$ cat src/rtl/axi_write_arbiter_pkg.sv
// Shared types and constants for the AXI4 write-channel arbiter.
package axi_write_arbiter_pkg;

  typedef enum logic [1:0] {
    ST_IDLE = 2'd0,
    ST_ADDR = 2'd1,
    ST_DATA = 2'd2,
    ST_RESP = 2'd3
  } state_t;

  localparam logic [1:0] AXI_BURST_INCR = 2'b01;
  localparam logic [1:0] AXI_RESP_OKAY  = 2'b00;

  // AxSIZE encoding for a full-width beat of the given data width
  function automatic logic [2:0] axi_awsize(input int unsigned data_width);
    return 3'($clog2(data_width / 8));
  endfunction

endpackage

$ cat src/rtl/rr_arbiter.sv
// Combinational round-robin pick: scan starts one past the last grant.
module rr_arbiter #(
  parameter int unsigned NUM_REQ = 2,
  parameter int unsigned IW      = 1
) (
  input  logic [NUM_REQ-1:0] req,
  input  logic [IW-1:0]      last_grant,
  output logic [IW-1:0]      grant,
  output logic               any_req
);

  logic [IW-1:0] idx;

  // Walk from farthest to nearest so the nearest requester after last_grant wins
  always_comb begin
    grant   = '0;
    any_req = 1'b0;
    idx     = '0;
    for (int k = int'(NUM_REQ); k > 0; k--) begin
      idx = IW'((int'(last_grant) + k) % int'(NUM_REQ));
      if (req[idx]) begin
        grant   = idx;
        any_req = 1'b1;
      end
    end
  end

endmodule

$ cat src/rtl/axi_write_arbiter.sv
// Round-robin arbiter sharing one AXI4 write master (AW/W/B) among NUM_REQ
// requesters, one burst outstanding at a time.
// Optional macro AXI_ARB_WLAST_CHECK_EN adds the sticky wlast_err output.
module axi_write_arbiter
  import axi_write_arbiter_pkg::*;
#(
  parameter int unsigned NUM_REQ            = 2,
  parameter int unsigned C_S_AXI_DATA_WIDTH = 64,
  parameter int unsigned C_S_AXI_ADDR_WIDTH = 32
) (
  input  logic                                 aclk,
  input  logic                                 aresetn,
  input  logic [NUM_REQ*C_S_AXI_ADDR_WIDTH-1:0] s_axi_awaddr,
  input  logic [NUM_REQ*8-1:0]                 s_axi_awlen,
  input  logic [NUM_REQ-1:0]                   s_axi_awvalid,
  output logic [NUM_REQ-1:0]                   s_axi_awready,
  input  logic [NUM_REQ*C_S_AXI_DATA_WIDTH-1:0] s_axi_wdata,
  input  logic [NUM_REQ*C_S_AXI_DATA_WIDTH/8-1:0] s_axi_wstrb,
  input  logic [NUM_REQ-1:0]                   s_axi_wlast,
  input  logic [NUM_REQ-1:0]                   s_axi_wvalid,
  output logic [NUM_REQ-1:0]                   s_axi_wready,
  output logic [NUM_REQ*2-1:0]                 s_axi_bresp,
  output logic [NUM_REQ-1:0]                   s_axi_bvalid,
  input  logic [NUM_REQ-1:0]                   s_axi_bready,
  output logic [3:0]                           m_axi_awid,
  output logic [C_S_AXI_ADDR_WIDTH-1:0]        m_axi_awaddr,
  output logic [7:0]                           m_axi_awlen,
  output logic [2:0]                           m_axi_awsize,
  output logic [1:0]                           m_axi_awburst,
  output logic                                 m_axi_awvalid,
  input  logic                                 m_axi_awready,
  output logic [C_S_AXI_DATA_WIDTH-1:0]        m_axi_wdata,
  output logic [C_S_AXI_DATA_WIDTH/8-1:0]      m_axi_wstrb,
  output logic                                 m_axi_wlast,
  output logic                                 m_axi_wvalid,
  input  logic                                 m_axi_wready,
  input  logic [1:0]                           m_axi_bresp,
  input  logic                                 m_axi_bvalid,
  output logic                                 m_axi_bready,
  output logic                                 busy
`ifdef AXI_ARB_WLAST_CHECK_EN
  ,
  output logic                                 wlast_err
`endif
);

  localparam int unsigned DW = C_S_AXI_DATA_WIDTH;
  localparam int unsigned AW = C_S_AXI_ADDR_WIDTH;
  localparam int unsigned SW = C_S_AXI_DATA_WIDTH / 8;
  localparam int unsigned IW = (NUM_REQ > 1) ? $clog2(NUM_REQ) : 1;

  state_t        state;
  logic [IW-1:0] grant_q;
  logic [IW-1:0] last_grant;
  logic [IW-1:0] arb_grant;
  logic          any_req;
  logic [7:0]    awlen_q;
  logic [7:0]    beat_q;

  logic [AW-1:0] awaddr_a [NUM_REQ];
  logic [7:0]    awlen_a  [NUM_REQ];
  logic [DW-1:0] wdata_a  [NUM_REQ];
  logic [SW-1:0] wstrb_a  [NUM_REQ];

  // Unpack requester slices; per-slice handshakes only open for the grant
  for (genvar i = 0; i < int'(NUM_REQ); i++) begin : g_slice
    logic sel;
    assign sel                     = (grant_q == IW'(i));
    assign awaddr_a[i]             = s_axi_awaddr[i*AW +: AW];
    assign awlen_a[i]              = s_axi_awlen[i*8 +: 8];
    assign wdata_a[i]              = s_axi_wdata[i*DW +: DW];
    assign wstrb_a[i]              = s_axi_wstrb[i*SW +: SW];
    assign s_axi_awready[i]        = sel && (state == ST_ADDR) && m_axi_awready;
    assign s_axi_wready[i]         = sel && (state == ST_DATA) && m_axi_wready;
    assign s_axi_bvalid[i]         = sel && (state == ST_RESP) && m_axi_bvalid;
    assign s_axi_bresp[i*2 +: 2]   = (sel && (state == ST_RESP)) ? m_axi_bresp : AXI_RESP_OKAY;
  end

  rr_arbiter #(
    .NUM_REQ (NUM_REQ),
    .IW      (IW)
  ) u_rr (
    .req        (s_axi_awvalid),
    .last_grant (last_grant),
    .grant      (arb_grant),
    .any_req    (any_req)
  );

  // Master-side view of the granted requester
  assign m_axi_awid    = 4'(grant_q);
  assign m_axi_awaddr  = awaddr_a[grant_q];
  assign m_axi_awlen   = awlen_q;
  assign m_axi_awsize  = axi_awsize(DW);
  assign m_axi_awburst = AXI_BURST_INCR;
  assign m_axi_awvalid = (state == ST_ADDR);
  assign m_axi_wdata   = wdata_a[grant_q];
  assign m_axi_wstrb   = wstrb_a[grant_q];
  assign m_axi_wlast   = (state == ST_DATA) && (beat_q == awlen_q);
  assign m_axi_wvalid  = (state == ST_DATA) && s_axi_wvalid[grant_q];
  assign m_axi_bready  = (state == ST_RESP) && s_axi_bready[grant_q];
  assign busy          = (state != ST_IDLE);

`ifndef AXI_ARB_WLAST_CHECK_EN
  logic unused_wlast;
  assign unused_wlast = ^s_axi_wlast;
`endif

  // Burst sequencer: grant, address, data beats, response
  always_ff @(posedge aclk) begin
    if (!aresetn) begin
      state      <= ST_IDLE;
      last_grant <= IW'(NUM_REQ - 1);
      grant_q    <= '0;
      awlen_q    <= '0;
      beat_q     <= '0;
`ifdef AXI_ARB_WLAST_CHECK_EN
      wlast_err  <= 1'b0;
`endif
    end else begin
      case (state)
        ST_IDLE: begin
          if (any_req) begin
            grant_q <= arb_grant;
            awlen_q <= awlen_a[arb_grant];
            state   <= ST_ADDR;
          end
        end
        ST_ADDR: begin
          if (m_axi_awready) begin
            beat_q <= '0;
            state  <= ST_DATA;
          end
        end
        ST_DATA: begin
          if (m_axi_wvalid && m_axi_wready) begin
`ifdef AXI_ARB_WLAST_CHECK_EN
            if (s_axi_wlast[grant_q] != m_axi_wlast) wlast_err <= 1'b1;
`endif
            if (m_axi_wlast) state  <= ST_RESP;
            else             beat_q <= beat_q + 8'd1;
          end
        end
        ST_RESP: begin
          if (m_axi_bvalid && m_axi_bready) begin
            last_grant <= grant_q;
            state      <= ST_IDLE;
          end
        end
        default: state <= ST_IDLE;
      endcase
    end
  end

endmodule

$ cat config.mk
export PLATFORM = sky130hd
export DESIGN_NAME = axi_write_arbiter
export DESIGN_NICKNAME = d
export VERILOG_FILES = /design/src/rtl/axi_write_arbiter_pkg.sv /design/src/rtl/rr_arbiter.sv /design/src/rtl/axi_write_arbiter.sv
export SDC_FILE = /design/constraint.sdc
export NUM_CORES = 1
export LEC_CHECK = 0
export BUFFER_PORTS_ARGS = -buffer_cell sky130_fd_sc_hd__buf_2
export CAP_MARGIN = 20
export CORE_AREA = 2 2 146 148
export CTS_CLUSTER_DIAMETER = 30
export DETAILED_ROUTE_END_ITERATION = 12
export DIE_AREA = 0 0 148 150
export SYNTH_ARGS = -nofsm -noshare
export SYNTH_HDL_FRONTEND = slang
export SYNTH_SLANG_ARGS = --single-unit
$ cat constraint.sdc
create_clock -name aclk -period 1.9 [get_ports aclk]
set_clock_uncertainty 0.2 [all_clocks]
set_input_delay 0.38 -clock aclk [delete_from_list [all_inputs] [get_ports aclk]]
set_output_delay 0.38 -clock aclk [all_outputs]
set_load 0.02 [all_outputs]
==> flow_summary.ini, run 1 <==
[clocking]
htreeDepth = 1
numCtsBuffers = 3
clkSinkCount = 20
path_clk_slew_ns = 0.06
hold_buffers = 0
cts_tree = built
clockRootBuffer = clkbuf_16
clk_latency_ns = 0.25
clockBufferDepth = 2

[global_routing]
grt_pass1_wl_mm = 25.35
overflow = 0
antenna_found_initial = 35
met3_usage_pct = 12.38
grt_max_degree = 51
top_usage_layer = met2
grt_pass1_vias = 3683
grtUsageTotal_pct = 16.33
grt.met1_usage_pct = 19.21
gr-usage-met2_pct = 23.98

[synthesis]
syn_area_per_cell_sq_um = 9.322
syn-instance-count = 282
synth-edff-count = 0
syn-cell-area_sq_mm = 0.002629
synth.distinct_cells = 36
synthArstFlopShare_pct = 0
synth_ff_type = dfxtp_1
ys_ff_latch = 20
synth_warnings = 0
synth_seq_area_share_pct = 15.23

[die]
ios = 375
core_area_sq_mm = 0.02069
rows = 53
fp.dieArea_sq_mm = 0.02220
die_height_microns = 150
initial_utilization_pct = 12.71
die_width_microns = 148

[min_path]
hp-class = primary input to flop

[cells_and_area]
nNetsFinal = 923
n_fill_cell = 2199
seq_area_sq_um = 417.9
drive_gt1_share_pct = 82.45
final_core_utilization_pct = 29.33
multi_input_area_sq_mm = 0.002419
final_area_sq_mm = 0.006068
final_common_cell = buf_2
layout_common_cells = buf_2, buf_6, mux2_2
area_growth_pct = 130.8

[flow_run]
drv_cap = 0

[route]
vias_per_cell = 3.957
wl_mm = 20.05
drc = 0
avgRoutedWirePerCell_microns = 20.62
first_pass_iters = 4
vias = 3846
drt_iter0_drc = 126
antenna_left = 0

[power_and_ir_drop]
comb_power_share_pct = 78.4
p_switching_mw = 2.208
power_leakage_nw = 3.065
power_density_mw_per_mm2 = 814.7
ir_drop_mv = 0.5602
swShare_pct = 44.66
p_int_mw = 2.736
p_seq_share_pct = 12.7
clkPwrFrac_pct = 8.9

[timing]
setup_ws_ns = -0.1981
fmax_ghz = 0.4766
whs_ns = 0.2536
grt_setup_unrepaired = yes
finalCriticalPeriod_ns = 2.098
final-max-slew-violation-count = 0
finalSetupViolations = 120
min_period_over_period_pct = 110.4
hold_viol = 0

[worst_setup_path]
critPathRequiredTime_ns = 1.32
crit_fanout = 13
cpMaxStageDelayCell = dfxtp_4
worstSetupStartpointType = flop
cp_data_arrival_time_ns = 1.52
path_common_cell = buf_12
slowest_delay_ns = 0.41
crit_type = flop to output port
cp_cell_sequence = buf_12 > buf_12 > mux2_2 > buf_2
cpLargestDelayFamily = buffers and inverters
end_kind = output port
critPathBufInv = 3

[place]
routabilityCongestion = 0.8945
portBuffers = 364
hpwlAfterDp_mm = 17.07
placed_cell_area_sq_mm = 0.004979

[status]
outcome = complete, but fails checks
failed_checks = negative setup slack
[power by group through the flow]
stage / Combinational (mW) / Clock [mW] / Sequential, mW
6_report: 3.88 / 0.440 / 0.629
3_3_place_gp: 3.03 / 0 / 0.602
2_1_floorplan: 1.76 / 0 / 0.666
5_1_grt: 4.13 / 0.461 / 0.642
3_5_place_dp: 3.06 / 0 / 0.603
4_1_cts: 3.41 / 0.444 / 0.618
[what timing repair did]
item                       CTS  global route
cloned                       2             3
pin swaps                    3            12
buffers inserted             4             7
gates resized for setup     79           153
setup endpoints to repair  126           125
[routing by layer]
layer	wire [microns]	vias up
met2	8080	272
met3	3924	39
li1	-	1833
met5	131	-
met4	296	20
met1	7614	1682
[area by class of cell]
cell class	count	area share [%]
Antenna cell	19	0.7835
Clock buffer	4	1.299
Inverter	6	0.3711
Multi-Input combinational cell	235	39.86
Sequential cell	20	6.887
Tap cell	275	5.670
Timing Repair Buffer	413	45.13
[worst reg2reg max path, cell delays in order (launching register included)]
cell,delay [ns]
dfxtp_4,0.38
buf_4,0.15
mux2i_4,0.19
a221o_2,0.46
nand2b_4,0.19
a221oi_4,0.21
mux2i_1,0.20
[logic make-up after synthesis]
group | Yosys count | share of synthesized area (%)
fa+ha+maj | 5 | 2.380
flops | 20 | 15.23
compound gates | 26 | 7.663
simple gates | 67 | 14.52
mux | 120 | 50.64
buf+inv | 34 | 6.616
xor+xnor | 8 | 2.666
other cells | 2 | 0.2857
[sequential cells by signal (all words and copies together), names as in the netlist]
| register | cells |
|---|---|
| state | 2 |
| beat_q | 8 |
| last_grant | 1 |
| g_slice.sel | 1 |
| m_axi_awlen | 8 |
[metrics by stage]
stage          setup slack, ns  power, mW  setup TNS, ns  cells
5_1_grt                -0.2237      5.231         -17.89    957
4_1_cts                -0.1871      4.474         -14.87    944
3_5_place_dp          -0.05119      3.660        -0.1888    934
2_1_floorplan         0.007899      2.423              0    288
6_report               -0.1981      4.944         -13.40    972
3_3_place_gp          -0.04422      3.631        -0.1121    934
[cells in the mapped netlist (all sizes together) (5+ instances only)]
library cell	n	area [sq um]
inv	6	22.52
o21ai	5	25.02
xor2	8	70.07
nand4	6	37.54
nor2	16	60.06
ha	5	62.56
nor2b	5	31.28
buf	17	110.1
nand2b	5	38.78
mux2i	16	160.2
clkbuf	11	41.29
mux2	104	1171
and2	6	37.54
and3	8	50.05
dfxtp	20	400.4
nand2	16	62.56
a211oi	8	60.06
[final timing paths]
kind | startpoint | slack (ns) | cells after the start | to
worst max-delay path | g_slice[1].sel | -0.20 | 4 | m_axi_wdata[39]
worst min-delay path | s_axi_awlen[7] | 0.25 | 3 | m_axi_awlen[7]
worst max register to register | g_slice[1].sel | -0.15 | 6 | state[1]
worst min register to register | last_grant | 0.30 | 2 | last_grant
Power figures use the tool's default switching activity.
==> inputs of run 2 (changes only) <==
- ABC_AREA: not set -> 1
==> flow_summary.ini, run 2 <==
[timing]
final-max-slew-violation-count = 0
finalSetupViolations = 55
fmax_ghz = 0.5106
finalCriticalPeriod_ns = 1.958
min_period_over_period_pct = 103.1
setup_ws_ns = -0.05834
hold_viol = 0
whs_ns = 0.1759
grt_setup_unrepaired = yes

[die]
initial_utilization_pct = 13.15
fp.dieArea_sq_mm = 0.02220
core_area_sq_mm = 0.02069
die_width_microns = 148
die_height_microns = 150
rows = 53
ios = 375

[route]
avgRoutedWirePerCell_microns = 14.07
vias = 4825
antenna_left = 0
wl_mm = 17.11
drc = 0
vias_per_cell = 3.968
drt_iter0_drc = 122
first_pass_iters = 4

[global_routing]
grt_max_degree = 61
grt_pass1_vias = 3938
antenna_found_initial = 4
grt_pass1_wl_mm = 20.19
grtUsageTotal_pct = 11.29
overflow = 0

[flow_run]
drv_cap = 0

[synthesis]
ys_ff_latch = 20
synth_seq_area_share_pct = 14.72
syn_area_per_cell_sq_um = 4.849
syn-instance-count = 561
synth_top_area_share_pct = 52.02
synth.most_common_cell = nand2_1
ys_top_cells_by_count = nand2_1, inv_1, dfxtp_1
synth_ff_type = dfxtp_1
synthArstFlopShare_pct = 0
syn-cell-area_sq_mm = 0.002720
synth-edff-count = 0
yosys-top-cells-area = nand2_1, dfxtp_1, inv_1
synth_area_leader_cell = nand2_1
synth_warnings = 0
synth.distinct_cells = 29

[power_and_ir_drop]
power_leakage_nw = 3.621
power_mw = 5.107
power_density_mw_per_mm2 = 780.5
ir_drop_mv = 0.7142

[clocking]
cts_tree = built
clockRootBuffer = clkbuf_16
clk_latency_ns = 0.26
path_clk_slew_ns = 0.06
htreeDepth = 1
clkSinkCount = 20
clockBufferDepth = 2
numCtsBuffers = 3

[cells_and_area]
layout_common_cells = buf_2, nand2_1, buf_6
nNetsFinal = 1182
final_common_cell = buf_2
stdcell_count = 1216
area_growth_pct = 140.6
drive_gt1_share_pct = 58.70

[worst_setup_path]
slowest_delay_ns = 0.40
crit_fanout = 15
path_common_cell = buf_12
cpMaxStageDelayCell = dfxtp_4
critPathRequiredTime_ns = 1.32
cp_cell_sequence = buf_12 > buf_12 > buf_12 > nand2_1 > nand2_1 > buf_2
end_kind = output port
crit_type = flop to output port
worstSetupStartpointType = flop
cp_data_arrival_time_ns = 1.38

[place]
portBuffers = 364
routabilityCongestion = 0.7719
hpwlAfterDp_mm = 12.01
place_inst = 1186

[status]
failed_checks = negative setup slack
outcome = complete, but fails checks

[min_path]
hp-class = primary input to flop
run 2: layer usage:
layer | track usage [%] | share of wire, % | vias up
met2 | 20.09 | 51 | 228
li1 | - | - | 2455
met3 | 2.104 | 7.4 | 25
met4 | 3.238 | 2.2 | 0
met5 | 0 | 0 | -
met1 | 13.85 | 40 | 2117
run 2: final cells by class:
| class | count | area [sq um] |
|---|---|---|
| fillers | 2189 | 14150 |
| repair buffers | 402 | 2997 |
| multi-input cells | 478 | 2535 |
| flip-flops and latches | 20 | 419.2 |
| well taps | 275 | 344.1 |
| inverters | 33 | 138.9 |
| clock buffers | 4 | 100.1 |
| diodes | 4 | 10.01 |
run 2: final timing paths:
| kind | startpoint | end | slack (ns) | cells past startpoint |
|---|---|---|---|---|
| max | g_slice[1].sel | m_axi_awaddr[16] | -0.06 | 6 |
| min | s_axi_awlen[6] | m_axi_awlen[6] | 0.18 | 3 |
| max reg2reg | g_slice[1].sel | beat_q[0] | 0.09 | 9 |
| min reg2reg | last_grant | last_grant | 0.28 | 2 |
run 2: cells by family after synthesis:
kind of cell / Yosys count / share of synthesized area [%]
AOI/OAI and AO/OA: 35 / 7.498
xor gates and xnor gates: 5 / 1.610
adders and majority gates: 5 / 2.300
buffers and inverters: 69 / 11.41
DFF: 20 / 14.72
other: 2 / 0.2761
and+or+nand+nor: 425 / 62.19
run 2: critical path, delay by kind of cell, from the launching register on:
family / cells / cell delay, ns
DFF: 1 / 0.40
and+or+nand+nor: 2 / 0.15
buffers and inverters: 4 / 0.56
run 2: stage by stage:
stage                     instance area, sq um  setup WS, ns  TNS (ns)  util (%)
final                                     6544      -0.05834    -1.402     31.63
after global routing                      6541       -0.1222    -5.259     31.62
after CTS                                 5376      -0.04767   -0.7092     25.99
after detailed placement                  4935        0.1064         0     23.85
after global placement                    4935        0.1162         0     23.85
after floorplan                           2743      0.009926         0         -
run 2: repair_timing:
item	CTS	global route
endpoints found under the hold margin	0	0
cloned	2	12
buffers inserted	3	5
gates resized for setup	86	266
endpoints found under the setup margin	76	113
hold buffers	0	0
pin swaps	11	26
run 2: power breakdown:
| part | leakage [nW] | switching (mW) | internal, mW |
|---|---|---|---|
| Combinational | 3.40 | 2.22 | 1.68 |
| Clock | 0.0493 | 0.172 | 0.365 |
| Sequential | 0.169 | 0.128 | 0.542 |
| Total | 3.62 | 2.52 | 2.59 |
